File: src/rtl/data_bus_arbiter.sv
// Round-robin arbiter sharing one 8-bit data-memory bus between NUM_MASTERS requesters.
// Optional ARB_TIMEOUT_EN: forced revoke after MAX_HOLD grant cycles when others are waiting.
module data_bus_arbiter #(
  parameter int NUM_MASTERS = 4,
  parameter int MAX_HOLD    = 16
) (
  input  logic                     clk,
  input  logic                     rst,
  input  logic [NUM_MASTERS-1:0]   bus_req,
  output logic [NUM_MASTERS-1:0]   bus_grant,
  input  logic [8*NUM_MASTERS-1:0] m_addr,
  input  logic [8*NUM_MASTERS-1:0] m_wr_data,
  input  logic [NUM_MASTERS-1:0]   m_wr,
  input  logic [NUM_MASTERS-1:0]   m_rd,
  output logic [7:0]               mem_addr,
  output logic [7:0]               mem_wr_data,
  output logic                     mem_wr,
  output logic                     mem_rd,
  output logic                     bus_busy,
  output logic [2:0]               owner,
  output logic                     timeout_err
);

  if (NUM_MASTERS < 2 || NUM_MASTERS > 8 || MAX_HOLD < 2) begin : g_bad_cfg
    $error("data_bus_arbiter: NUM_MASTERS must be 2..8 and MAX_HOLD >= 2");
  end

  typedef enum logic {IDLE, BUSY} state_t;

  state_t                         state, state_nxt;
  logic [2:0]                     owner_nxt, rr_ptr, rr_ptr_nxt, pick_start;
  logic [NUM_MASTERS-1:0]         grant_nxt, own_mask, others, pick_req;
  logic                           new_grant, revoke, holding;
  logic [NUM_MASTERS-1:0][7:0]    addr_v, wdat_v;

  function automatic logic [2:0] inc_wrap(input logic [2:0] x);
    return (int'(x) + 1 >= NUM_MASTERS) ? 3'd0 : x + 3'd1;
  endfunction

  // First requester at or after start, wrapping: smallest circular distance wins.
  function automatic logic [2:0] rr_pick(input logic [NUM_MASTERS-1:0] req, input logic [2:0] start);
    int         best, d;
    logic [2:0] pick;
    best = NUM_MASTERS;
    pick = start;
    for (int i = 0; i < NUM_MASTERS; i++) begin
      d = i - int'(start);
      if (d < 0) d += NUM_MASTERS;
      if (req[i] && d < best) begin
        best = d;
        pick = 3'(i);
      end
    end
    return pick;
  endfunction

  for (genvar i = 0; i < NUM_MASTERS; i++) begin : g_lane
    assign addr_v[i]   = m_addr[8*i +: 8];
    assign wdat_v[i]   = m_wr_data[8*i +: 8];
    assign own_mask[i] = (owner == 3'(i));
  end

  assign others   = bus_req & ~own_mask;
  assign holding  = |(bus_req & own_mask);
  assign bus_busy = (state == BUSY);

`ifdef ARB_TIMEOUT_EN
  localparam int HW = $clog2(MAX_HOLD);
  logic [HW-1:0] hold_cnt;
  logic          tmo_q;
  assign revoke      = holding && (hold_cnt == HW'(MAX_HOLD-1)) && (|others);
  assign timeout_err = tmo_q;
`else
  assign revoke      = 1'b0;
  assign timeout_err = 1'b0;
`endif

  // State register
  always_ff @(posedge clk or negedge rst) begin
    if (!rst) begin
      state     <= IDLE;
      owner     <= '0;
      rr_ptr    <= '0;
      bus_grant <= '0;
    end else begin
      state     <= state_nxt;
      owner     <= owner_nxt;
      rr_ptr    <= rr_ptr_nxt;
      bus_grant <= grant_nxt;
    end
  end

`ifdef ARB_TIMEOUT_EN
  always_ff @(posedge clk or negedge rst) begin
    if (!rst) begin
      hold_cnt <= '0;
      tmo_q    <= 1'b0;
    end else begin
      tmo_q <= revoke;
      if (new_grant)                                        hold_cnt <= '0;
      else if (bus_busy && hold_cnt != HW'(MAX_HOLD-1))     hold_cnt <= hold_cnt + HW'(1);
    end
  end
`endif

  // Next-state logic
  always_comb begin
    state_nxt  = state;
    owner_nxt  = owner;
    rr_ptr_nxt = rr_ptr;
    new_grant  = 1'b0;
    pick_req   = bus_req;
    pick_start = rr_ptr;
    case (state)
      IDLE: if (|bus_req) new_grant = 1'b1;
      BUSY: begin
        if (!holding || revoke) begin
          if (|others) begin
            new_grant  = 1'b1;
            pick_req   = others;
            pick_start = inc_wrap(owner);
          end else begin
            state_nxt = IDLE;
            owner_nxt = '0;
          end
        end
      end
      default: state_nxt = IDLE;
    endcase
    if (new_grant) begin
      state_nxt  = BUSY;
      owner_nxt  = rr_pick(pick_req, pick_start);
      rr_ptr_nxt = inc_wrap(owner_nxt);
    end
    grant_nxt = '0;
    for (int i = 0; i < NUM_MASTERS; i++)
      grant_nxt[i] = (state_nxt == BUSY) && (owner_nxt == 3'(i));
  end

  // Datapath mux from registered owner; idle presents master 0 with strobes off
  always_comb begin
    mem_addr    = addr_v[0];
    mem_wr_data = wdat_v[0];
    mem_wr      = 1'b0;
    mem_rd      = 1'b0;
    for (int i = 0; i < NUM_MASTERS; i++) begin
      if (owner == 3'(i)) begin
        mem_addr    = addr_v[i];
        mem_wr_data = wdat_v[i];
        mem_wr      = bus_busy & m_wr[i];
        mem_rd      = bus_busy & m_rd[i];
      end
    end
  end

endmodule

File: config.mk
export PLATFORM = sky130hd
export DESIGN_NAME = data_bus_arbiter
export DESIGN_NICKNAME = d
export VERILOG_FILES = /design/src/rtl/data_bus_arbiter.sv
export SDC_FILE = /design/constraint.sdc
export NUM_CORES = 1
export LEC_CHECK = 0
export ABC_AREA = 1
export CAP_MARGIN = 20
export CORE_UTILIZATION = 39
export DETAILED_ROUTE_END_ITERATION = 12
export GPL_ROUTABILITY_DRIVEN = 0
export PLACE_DENSITY = 0.87
export SYNTH_ARGS = -nofsm -noshare
export SYNTH_HDL_FRONTEND = slang
export SYNTH_SLANG_ARGS = --single-unit
File: constraint.sdc
create_clock -name clk -period 6.8 [get_ports clk]
set_clock_uncertainty 0.15 [all_clocks]
set_input_delay 0.68 -clock clk [delete_from_list [all_inputs] [get_ports clk]]
set_output_delay 0.68 -clock clk [all_outputs]
set_load 0.02 [all_outputs]
==> metrics.txt, run 1 <==
status=finished, final reports clean; Clk Latency, worst-skew pair=0.24 ns; crit path kind=reg2reg; maximum vdd drop=0.000368 V; # Max-Cap Violations=0; Synth top area share=16.7%; Slew HR=41.8%; DIE HEIGHT=70.2 um; Final Hold Fails=0; row cnt=24; synthesized flop and latch total=11; net switching power=1090 uW; Final Routed Wirelength=6080 um; Hold WC Path Type=reg2reg; Tcrit/Tclk final=88.6%; CTS tree=yes; hold depth=2; Final min period=6.02 ns; sum of negative setup slack=0 ns; Syn Nets=400; Slew Limit Fails=0; Worst EP required=6.82 ns; post-synthesis sequential area ratio=15.2%; CP peak stage delay=0.46 ns; Worst EP arrival=6.04 ns; CTS max path bufs=2; number of distinct library cells after synthesis=34; ys async rst share=100%; HP Start=rr_ptr[2]; largest net degree at the start of global routing=35; switch share=57.5%; combinational share of power=90.2%; top post-synthesis cells by area=nand2_1 17%, dfrtp_1 15%, ha_1 12%; Worst Setup SP=owner[1]; top post-synthesis cells by count=81 x nand2_1, 49 x inv_1, 27 x nor2_1, 23 x nand3_1, 19 x o211ai_1; number of flops mapped to enable cells by yosys=0; Cell Pwr Density=647 nW/um^2; DR WL/cell=13.4 um; full die area=4930 um^2; worst r2r path cells=40; Flop pwr share=6.3%; Pre-antenna DRT Iters=4; io pins=105; antenna cells=0; most instantiated library cell after synthesis=nand2_1; ys flop type=dfrtp_1; WHS=0.431 ns; fin nets=498; Post-Syn Area=1820 um^2; Post-Syn Instances=305; PortBufs=103; DPL Wire Length=4820 um; Worst Path Max Fanout=33; clock share of power=3.4%; via/cell ratio=5.15; area share of fa/ha/maj cells after synthesis=11.7%; CP dominant cell by count=nand2_1; area added between synthesis and finish=60.6%; Die Wd=70.2 um; initial core utilization=41.1%; CTS sink cnt=11; Final ANT Viol Nets=0; GRT Util Overall=24.5%; Iter 0 DRT Violations=107; post-CTS sizing=0; mean area per synthesized cell=5.95 um^2; Ys Warns=0; XOR/XNOR share of the synthesized area=0.965%; CORE AREA=4410 um^2; H-tree depth=1; layout cells sized above 1=6.72%; CTS clk-pin slew, worst paths=0.05 ns; antenna violations before repair=0; simple-gate area share of the yosys netlist=37.4%; Post-CTS Hold Fix Bufs=0; setup bufs post-CTS=0; largest family of logic cells by synthesized area=simple AND/OR/NAND/NOR gates; Leak Pwr=0.00144 uW; Worst-Margin Slew=0.868 ns; critical path launch point type=register; cts bufs inserted=3; first-pass GRT wire length=9910 um; GRT overflow=0; DRC viols=0; kind of end point of the critical path=register; reg2reg start=owner[1]; RSZ-0062 raised after global routing=false; vias in the first global route=2183; clock root cell=clkbuf_8; fmax=166 MHz; post-synthesis mux area share=0%; Critical Path Slowest Stage Cell=dfrtp_1; area leader, netlist=nand2_1; final setup vio count=0; internal power=801 uW; via count=2337; Compound-Gate Fraction of Synth Area=20.5%
==> state kept, by name, summed over array words and instances, names as in the netlist <==
name       count
bus_busy       1
bus_grant      4
owner          3
rr_ptr         3
==> stage by stage <==
stage / power [uW] / worst slack [ns] / utilization, % / area, um^2 / std cells
final: 1890 / 0.776 / 66.0 / 2920 / 454
after global routing: 2120 / 0.157 / 66.0 / 2920 / 454
after CTS: 1890 / 0.802 / 66.0 / 2920 / 454
after detailed placement: 1800 / 0.711 / 65.0 / 2870 / 450
after global placement: 1760 / 0.957 / 65.0 / 2870 / 450
after floorplan: 1320 / 1.55 / - / 1820 / 305
==> cell type report <==
class / instances / area [um^2]
sequential: 11 / 275
tap: 52 / 65.1
inverter: 56 / 213
clock buffer: 4 / 45.0
fill: 395 / 1500
multi-input combinational: 228 / 1290
timing repair buffer: 103 / 1030
==> routing by layer <==
layer  GRT usage, %  up-vias  wire length (um)
li1               -     1187                 -
met1           31.0     1053              2610
met2           44.4       91              3030
met3           2.45        6               382
met4           5.33        0                53
met5              0        -                 0
==> placed cells by master, fill, tap and decap left out, types with 3 or more instances in the layout <==
cell type,synthesis,layout
o211ai_1,19,19
nand2_4,4,4
inv_1,49,49
dfrtp_1,11,11
a31oi_1,18,18
nand3_1,23,23
a21oi_1,6,6
o21ai_0,4,4
nand2_1,81,81
o21ai_1,3,3
nand2_2,9,9
clkdlybuf4s50_1,0,103
ha_1,17,17
inv_2,5,5
nor2_1,27,27
clkbuf_8,0,3
==> power by group through the flow <==
stage | clock [uW] | combinational (uW) | sequential (uW)
final | 64.8 | 1700 | 120
after global routing | 68.1 | 1930 | 122
after CTS | 64.9 | 1700 | 119
after detailed placement | 0 | 1680 | 119
after global placement | 0 | 1650 | 117
after floorplan | 0 | 1190 | 132
==> critical path, delay by kind of cell, from the launching register on <==
family / cells / cell delay [ns]
AO/OA/AOI/OAI: 4 / 0.74
XOR/XNOR: 1 / 0.22
adder cells (fa/ha/maj): 5 / 1.26
buffers and inverters: 7 / 0.47
flip-flops: 1 / 0.46
AND/OR/NAND/NOR: 23 / 2.63
==> kinds of logic (layout without fill, tap and decap cells) <==
kind of cell | Yosys count | in the layout
XOR/XNOR | 2 | 2
other | 1 | 1
AO/OA/AOI/OAI | 56 | 56
adder cells (fa/ha/maj) | 17 | 17
AND/OR/NAND/NOR | 152 | 152
buffers and inverters | 66 | 163
flip-flops | 11 | 11
==> final timing paths <==
path / to / slack [ns]
worst max-delay path: bus_grant[2] / 0.78
worst min-delay path: rr_ptr[2] / 0.43
worst max register to register: bus_grant[2] / 0.78
worst min register to register: rr_ptr[2] / 0.43
max in group asynchronous: owner[0] / 5.53
min in group asynchronous: rr_ptr[2] / 0.63
Note: power is estimated with default switching activity, not from simulation.
==> run 2: changes to the inputs <==
Settings changed: HOLD_SLACK_MARGIN set to 0.05.
==> results of run 2 <==
Same layout as run 1: the final DEF is identical, and so are final timing and power.
